===== src/rtl/out_port_fifo.sv =====
// Output port FIFO: bus words captured on load are queued for a valid/ready consumer.
// State updates on the falling clock edge, matching the other bus-loaded registers.
module out_port_fifo #(
  parameter int unsigned WIDTH = 16,
  parameter int unsigned DEPTH = 4,
  localparam int unsigned CW = $clog2(DEPTH + 1)
) (
  input  logic             clk,
  input  logic             rst_n,
  input  logic             load,
  input  logic [WIDTH-1:0] bus,
  output logic [WIDTH-1:0] or_out,
  output logic [WIDTH-1:0] out_data,
  output logic             out_valid,
  input  logic             out_ready,
  output logic             full,
  output logic [CW-1:0]    count,
  output logic             overflow,
  input  logic             clr_ovf
);

  localparam int unsigned PW = $clog2(DEPTH);

  logic [WIDTH-1:0] mem [DEPTH];
  logic [PW-1:0]    wr_ptr_q, wr_ptr_d;
  logic [PW-1:0]    rd_ptr_q, rd_ptr_d;
  logic [CW-1:0]    count_q, count_d;
  logic [WIDTH-1:0] or_out_q, or_out_d;
  logic             overflow_q, overflow_d;
  logic             push, pop, drop;

  assign out_valid = (count_q != '0);
  assign full      = (count_q == CW'(DEPTH));
  assign count     = count_q;
  assign or_out    = or_out_q;
  assign overflow  = overflow_q;
  assign out_data  = out_valid ? mem[rd_ptr_q] : '0;

  // A full FIFO still accepts a load when the head leaves on the same edge.
  assign pop  = out_valid && out_ready;
  assign push = load && (!full || pop);
  assign drop = load && !push;

  always_comb begin
    wr_ptr_d   = wr_ptr_q;
    rd_ptr_d   = rd_ptr_q;
    count_d    = count_q;
    or_out_d   = or_out_q;
    overflow_d = overflow_q;
    if (push) begin
      wr_ptr_d = wr_ptr_q + PW'(1);
      or_out_d = bus;
    end
    if (pop) begin
      rd_ptr_d = rd_ptr_q + PW'(1);
    end
    if (push && !pop) begin
      count_d = count_q + CW'(1);
    end else if (pop && !push) begin
      count_d = count_q - CW'(1);
    end
    // Set beats clear so a drop on the clearing edge is not lost.
    if (drop) begin
      overflow_d = 1'b1;
    end else if (clr_ovf) begin
      overflow_d = 1'b0;
    end
  end

  always_ff @(negedge clk or negedge rst_n) begin
    if (!rst_n) begin
      wr_ptr_q   <= '0;
      rd_ptr_q   <= '0;
      count_q    <= '0;
      or_out_q   <= '0;
      overflow_q <= 1'b0;
    end else begin
      wr_ptr_q   <= wr_ptr_d;
      rd_ptr_q   <= rd_ptr_d;
      count_q    <= count_d;
      or_out_q   <= or_out_d;
      overflow_q <= overflow_d;
    end
  end

  always_ff @(negedge clk) begin
    if (push) begin
      mem[wr_ptr_q] <= bus;
    end
  end

endmodule


===== config.mk =====
export PLATFORM = sky130hd
export DESIGN_NAME = out_port_fifo
export DESIGN_NICKNAME = d
export VERILOG_FILES = /design/src/rtl/out_port_fifo.sv
export SDC_FILE = /design/constraint.sdc
export NUM_CORES = 1
export LEC_CHECK = 0
export CAP_MARGIN = 10
export CORE_MARGIN = 2
export CORE_UTILIZATION = 25
export CTS_BUF_LIST = sky130_fd_sc_hd__clkbuf_16
export DETAILED_ROUTE_END_ITERATION = 16
export PLACE_DENSITY = 0.51
export SYNTH_ARGS = -nofsm -noshare
export SYNTH_HDL_FRONTEND = slang
export SYNTH_SLANG_ARGS = --single-unit

===== constraint.sdc =====
create_clock -name clk -period 2.74 [get_ports clk]
set_clock_uncertainty 0.15 [all_clocks]
set_input_delay 0.685 -clock clk [delete_from_list [all_inputs] [get_ports clk]]
set_output_delay 0.685 -clock clk [all_outputs]
set_load 0.01 [all_outputs]

==> results of run 1 <==
-- worst min path at each step --
stage	start	endpoint	slack [ns]	cells after the start
2_1_floorplan	count[2]$_DFFE_NN0P_	count[2]$_DFFE_NN0P_	0.32	1
3_3_place_gp	or_out[1]$_DFFE_NN0P_	or_out[1]$_DFFE_NN0P_	0.30	1
3_5_place_dp	or_out[2]$_DFFE_NN0P_	or_out[2]$_DFFE_NN0P_	0.31	1
4_1_cts	or_out[8]$_DFFE_NN0P_	or_out[8]$_DFFE_NN0P_	0.30	1
5_1_grt	or_out[8]$_DFFE_NN0P_	or_out[8]$_DFFE_NN0P_	0.31	1
6_report	or_out[5]$_DFFE_NN0P_	or_out[5]$_DFFE_NN0P_	0.30	1
-- sequential cells by signal (all words and copies together), names as in the netlist --
| name | flops |
|---|---|
| or_out | 16 |
| rd_ptr_q | 2 |
| overflow | 1 |
| count | 3 |
| wr_ptr_q | 2 |
| mem | 64 |
-- layout by cell type, fill, tap and decap left out, types with 2 or more instances in the layout --
| master | n |
|---|---|
| buf_2 | 14 |
| clkdlybuf4s50_1 | 18 |
| buf_4 | 35 |
| inv_1 | 68 |
| mux2_4 | 14 |
| buf_6 | 36 |
| bufbuf_16 | 2 |
| clkbuf_16 | 11 |
| inv_2 | 2 |
| ha_1 | 4 |
| xnor2_1 | 4 |
| buf_12 | 12 |
| mux2_2 | 4 |
| clkinv_4 | 5 |
| and2_4 | 20 |
| buf_8 | 2 |
| edfxtp_1 | 64 |
| dfrtn_1 | 24 |
| xor2_1 | 2 |
| mux4_2 | 16 |
-- synthesized netlist by cell type (2+ instances only) --
master,n,area share
and2_1,20,0.035
dfrtn_1,24,0.17
xnor2_1,4,0.0099
edfxtp_1,64,0.54
clkbuf_1,3,0.0032
mux4_2,16,0.10
buf_6,2,0.0064
inv_1,7,0.0075
mux2_4,14,0.060
xor2_1,2,0.0050
mux2_2,4,0.013
buf_2,2,0.0028
ha_1,5,0.018
-- through the flow --
step                TNS (ns)  instances  power (mW)  hold slack (ns)
floorplan             -38.56        176        3.28            0.321
global placement     -139.93        443        4.28            0.304
detailed placement   -141.67        443        4.31            0.306
CTS                   -47.09        542        6.15            0.303
global route          -39.34        548        6.45            0.311
finish                -36.87        548        6.05            0.303
-- what timing repair did --
item | in CTS | in global routing
pin swaps | 18 | 8
cloned | 3 | 2
setup endpoints to repair | 125 | 123
gates resized for setup | 211 | 6
buffers inserted | 20 | 9
-- critical path, delay by kind of cell (launching register included) --
kind | cells | cell delay (ns)
buffers and inverters | 2 | 0.30
multiplexers | 1 | 0.52
AND/OR/NAND/NOR | 1 | 0.15
flip-flops | 1 | 0.44
-- area by class of cell --
cell class	instances	area [um^2]
Fill cell	1285	8230
Sequential cell	88	2520
Timing Repair Buffer	121	1300
Multi-Input combinational cell	73	1000
Clock inverter	71	298
Clock buffer	9	225
Tap cell	180	225
Inverter	6	22.5
-- report_power, final --
| part | internal (mW) | total, mW | leakage (nW) | switching [mW] |
|---|---|---|---|---|
| Clock | 0.747 | 1.51 | 0.477 | 0.766 |
| Sequential | 1.76 | 1.87 | 0.869 | 0.106 |
| Combinational | 1.68 | 2.66 | 1.13 | 0.981 |
-- cell families (layout without fill, tap and decap cells) --
kind of cell               Yosys count  in the layout  synth area share
AOI/OAI and AO/OA                    2              2           0.00674
and+or+nand+nor                     25             25            0.0433
muxes                               34             34             0.175
buffers and inverters               15            207            0.0220
xor gates and xnor gates             6              6            0.0149
DFF                                 88             88             0.715
adders and majority gates            6              6            0.0234
-- per-layer routing --
metal  global-route usage  up-vias  share of wire
met5                    0        -              0
met4               0.0302        0         0.0071
met3               0.0437        6          0.048
met2                0.204       51           0.52
met1                0.145     1098           0.42
li1                     -     1039              -
==> impl_metrics.toml, run 1 <==
[outcome]
status = "finished with violations"
violations = "negative setup slack"

[drt]
drc = 0
vias_per_cell = 4.00
wirelength_um = 8340
drtPass1Iterations = 6
wl_per_cell_um = 15.2
drt_iter0_drc = 78
via_count = 2194
ant_nets = 0

[global_route]
grt_first_pass_wirelength_um = 12900
first_global_vias = 2381
antenna_found_initial = 0
grt_use_total = 0.120
gr-total-overflow = 0
grt_start_max_net_pins = 25

[sta]
rsz0062_at_grt = "true"
worst_slack_ns = -1.24
hold_viol = 0
drv_slew = 0
setup_viol = 122
maxSlewHeadroom = 0.861
tightest_slew_ns = 0.209

[critical_path]
crit_path_frequent_cell = "buf_6"
setup.worst_path.end = "out_data[13]"
path_cells = "buf_6 -> mux4_2 -> and2_4 -> buf_6"
crit_type = "flip-flop to output port"
r2r_setup_slack_ns = -0.05
endpoint_kind = "output port"
startpoint_type = "flip-flop"
rr_endpoint = "count[1]$_DFFE_NN0P_"
worstPathArrival_ns = 3.14
crit_start = "rd_ptr_q[0]$_DFFE_NN0P_"
cpMaxStageDelayCell = "mux4_2"
r2r_start = "count[2]$_DFFE_NN0P_"
cp_max_fo = 8
cp.required_ns = 1.90
cp_slowest_stage_delay_ns = 0.52
r2r_cells = 11

[synth]
ys_types = 22
synth_edf_count = 64
ys_seq_area_frac = 0.715
syn_area_mm2 = 0.00353
ys_async_sr_fraction = 0.273
yosys_warnings = 0
synth_ff_type = "edfxtp_1"
syn_nets = 203
ys_ff_latch = 88
syn_area_per_cell_um2 = 20.0
syn_inst = 176

[placed_design]
place_hpwl_um = 4800
dpl_worst_slack_ns = -1.28
place_area_mm2 = 0.00472
io_buffer_count = 58
routabilityCongestion = 0.675

[clock_tree]
cts_tree = "yes"
ctsLongestPathBuffers = 2
cts_hold_buf = 0
clkSinkCount = 88
clkTransAtPathRegs_ns = 0.05
ctsHtreeMaxLevel = 3
cts_buffers = 9
cts_root_buf = "clkbuf_16"
insertion_delay_ns = 0.35

[layout]
nNetsFinal = 390
fin_util = 0.405
syn2layout_area_growth_pct = 58.7
design_area_mm2 = 0.00560
n_antenna_cell = 0
drive_above_1_share = 0.492

[floorplanning]
core_mm2 = 0.0138
start_util = 0.255
die-area_mm2 = 0.0151
num_rows = 43
io_pins = 59
die_w_um = 123
die_height_um = 123

[power_and_ir_drop]
ir_drop_mv = 0.475
powerDensity_mw_per_mm2 = 1080
p_leak_nw = 2.48

[flow_run]
max_cap_viol_count = 0

[worst_hold_path]
hp-class = "flip-flop to flip-flop"
(Power assumes the default switching activity.)
==> run 2, diff against run 1 <==
--- a/config.mk
+++ b/config.mk
@@ -11,6 +11,7 @@
 export CTS_BUF_LIST = sky130_fd_sc_hd__clkbuf_16
 export DETAILED_ROUTE_END_ITERATION = 16
 export PLACE_DENSITY = 0.51
+export SKIP_LAST_GASP = 1
 export SYNTH_ARGS = -nofsm -noshare
 export SYNTH_HDL_FRONTEND = slang
 export SYNTH_SLANG_ARGS = --single-unit
==> constraint.sdc (replaced) <==
create_clock -name clk -period 4.83 [get_ports clk]
set_clock_uncertainty 0.15 [all_clocks]
set_input_delay 1.2075 -clock clk [delete_from_list [all_inputs] [get_ports clk]]
set_output_delay 1.2075 -clock clk [all_outputs]
set_load 0.01 [all_outputs]
==> impl_metrics.toml, run 2 (synthesis results as in run 1) <==
[outcome]
status = "finished with violations"
violations = "negative setup slack"

[drt]
ant_nets = 0
drtPass1Iterations = 4
wirelength_um = 7810
drt_iter0_drc = 62
wl_per_cell_um = 14.8
via_count = 2120
drc = 0
vias_per_cell = 4.02

[clock_tree]
clkTransAtPathRegs_ns = 0.05
insertion_delay_ns = 0.35
cts_buffers = 9
ctsHtreeMaxLevel = 3
cts_tree = "yes"
cts_root_buf = "clkbuf_16"
clkSinkCount = 88
ctsLongestPathBuffers = 2

[worst_hold_path]
min_path_cells = 1
hold_end = "or_out[7]$_DFFE_NN0P_"
hp-class = "flip-flop to flip-flop"
min_from = "or_out[7]$_DFFE_NN0P_"

[critical_path]
cp_max_fo = 5
r2r_setup_slack_ns = 2.30
endpoint_kind = "output port"
worstPathArrival_ns = 4.26
startpoint_type = "flip-flop"
path_cells = "buf_6 -> buf_12 -> mux4_2 -> and2_4 -> buf_6"
crit_path_frequent_cell = "buf_6"
cp_slowest_stage_delay_ns = 0.52
crit_type = "flip-flop to output port"
cpMaxStageDelayCell = "mux4_2"
r2r_start = "count[0]$_DFFE_NN0P_"
cp.required_ns = 3.47
rr_endpoint = "count[1]$_DFFE_NN0P_"
r2r_cells = 9

[sta]
finalSetupTns_ns = -12.39
hold_viol = 0
drv_slew = 0
worst_slack_ns = -0.787
setup_viol = 18
tightest_slew_ns = 0.238
rsz0062_at_grt = "true"
maxSlewHeadroom = 0.841

[floorplanning]
start_util = 0.255
die_w_um = 123
io_pins = 59
die-area_mm2 = 0.0151
die_height_um = 123
num_rows = 43
core_mm2 = 0.0138

[layout]
final_cell_mix = "68 x inv_1, 64 x edfxtp_1, 27 x buf_4"
design_area_mm2 = 0.00542
fillers = 1320
drive_above_1_share = 0.417
fin_util = 0.392
largest_register_ffs = 64
nNetsFinal = 370
regMostFlops = "mem"
n_antenna_cell = 0
final_common_cell = "inv_1"
syn2layout_area_growth_pct = 53.6

[placed_design]
place_hpwl_um = 4900
place_area_mm2 = 0.00469
dpl_worst_slack_ns = -0.767
io_buffer_count = 58
routabilityCongestion = 0.648

[power_and_ir_drop]
switchingPower_mw = 1.01
power_frac_clock = 0.274
netSwitchingFraction = 0.297
ir_drop_mv = 0.211
comb_power_share = 0.415
seqPwrFrac = 0.310
intPower_mw = 2.40
powerDensity_mw_per_mm2 = 630
p_leak_nw = 2.35

[global_route]
grt_first_pass_wirelength_um = 12200
grt_use_total = 0.113
grt_start_max_net_pins = 25
antenna_found_initial = 0
gr-total-overflow = 0
first_global_vias = 2171

[flow_run]
max_cap_viol_count = 0
run 2: worst max path at each step:
stage                            startpoint  slack [ns]  cells past startpoint           end
global placement    rd_ptr_q[0]$_DFFE_NN0P_       -0.76                      4   out_data[1]
global route        rd_ptr_q[0]$_DFFE_NN0P_       -0.84                      5  out_data[14]
CTS                 rd_ptr_q[0]$_DFFE_NN0P_       -0.78                      5   out_data[8]
finish              rd_ptr_q[0]$_DFFE_NN0P_       -0.79                      5  out_data[14]
floorplan           rd_ptr_q[0]$_DFFE_NN0P_       -0.30                      4  out_data[10]
detailed placement  rd_ptr_q[0]$_DFFE_NN0P_       -0.77                      4   out_data[1]
run 2: per-layer routing:
| metal | wire [um] | part of all wire | GRT usage | vias up |
|---|---|---|---|---|
| met5 | 0 | 0 | 0 | - |
| met4 | 105 | 0.013 | 0.0366 | 0 |
| met3 | 357 | 0.046 | 0.0376 | 12 |
| met2 | 3770 | 0.48 | 0.179 | 43 |
| met1 | 3580 | 0.46 | 0.147 | 1060 |
| li1 | - | - | - | 1005 |
run 2: timing repair:
action / in CTS / in global routing
gates cloned: 3 / 0
endpoints found under the setup margin: 121 / 37
resized for setup: 143 / 23
pin swaps: 12 / 4
setup buffers: 9 / 2
hold buffers: 0 / 0
endpoints found under the hold margin: 0 / 0
run 2: power by group through the flow:
stage	Clock [mW]	Sequential, mW	Combinational, mW
finish	0.936	1.06	1.42
global route	1.04	1.07	1.52
CTS	0.964	1.06	1.47
detailed placement	0.0802	1.07	1.28
global placement	0.0802	1.06	1.28
floorplan	0.0802	1.08	0.683
run 2: final cells by class:
type / count / area [um^2] / share of cell area
Sequential cell: 88 / 2520 / 0.466
Timing Repair Buffer: 101 / 1090 / 0.200
Multi-Input combinational cell: 73 / 1000 / 0.185
Clock inverter: 71 / 335 / 0.0619
Clock buffer: 9 / 225 / 0.0416
Tap cell: 180 / 225 / 0.0416
Inverter: 6 / 22.5 / 0.00416
run 2: per-stage QoR:
step / std cells / hold WS (ns) / total power, mW
finish: 528 / 0.301 / 3.41
detailed placement: 440 / 0.305 / 2.43
global route: 528 / 0.319 / 3.64
CTS: 529 / 0.306 / 3.49
global placement: 440 / 0.305 / 2.42
floorplan: 176 / 0.320 / 1.84
run 2: worst max-delay path, delay by kind of cell (launching register included):
kind	cells	cell delay (ns)
buf+inv	3	0.37
simple gates	1	0.16
mux	1	0.52
flops	1	0.44
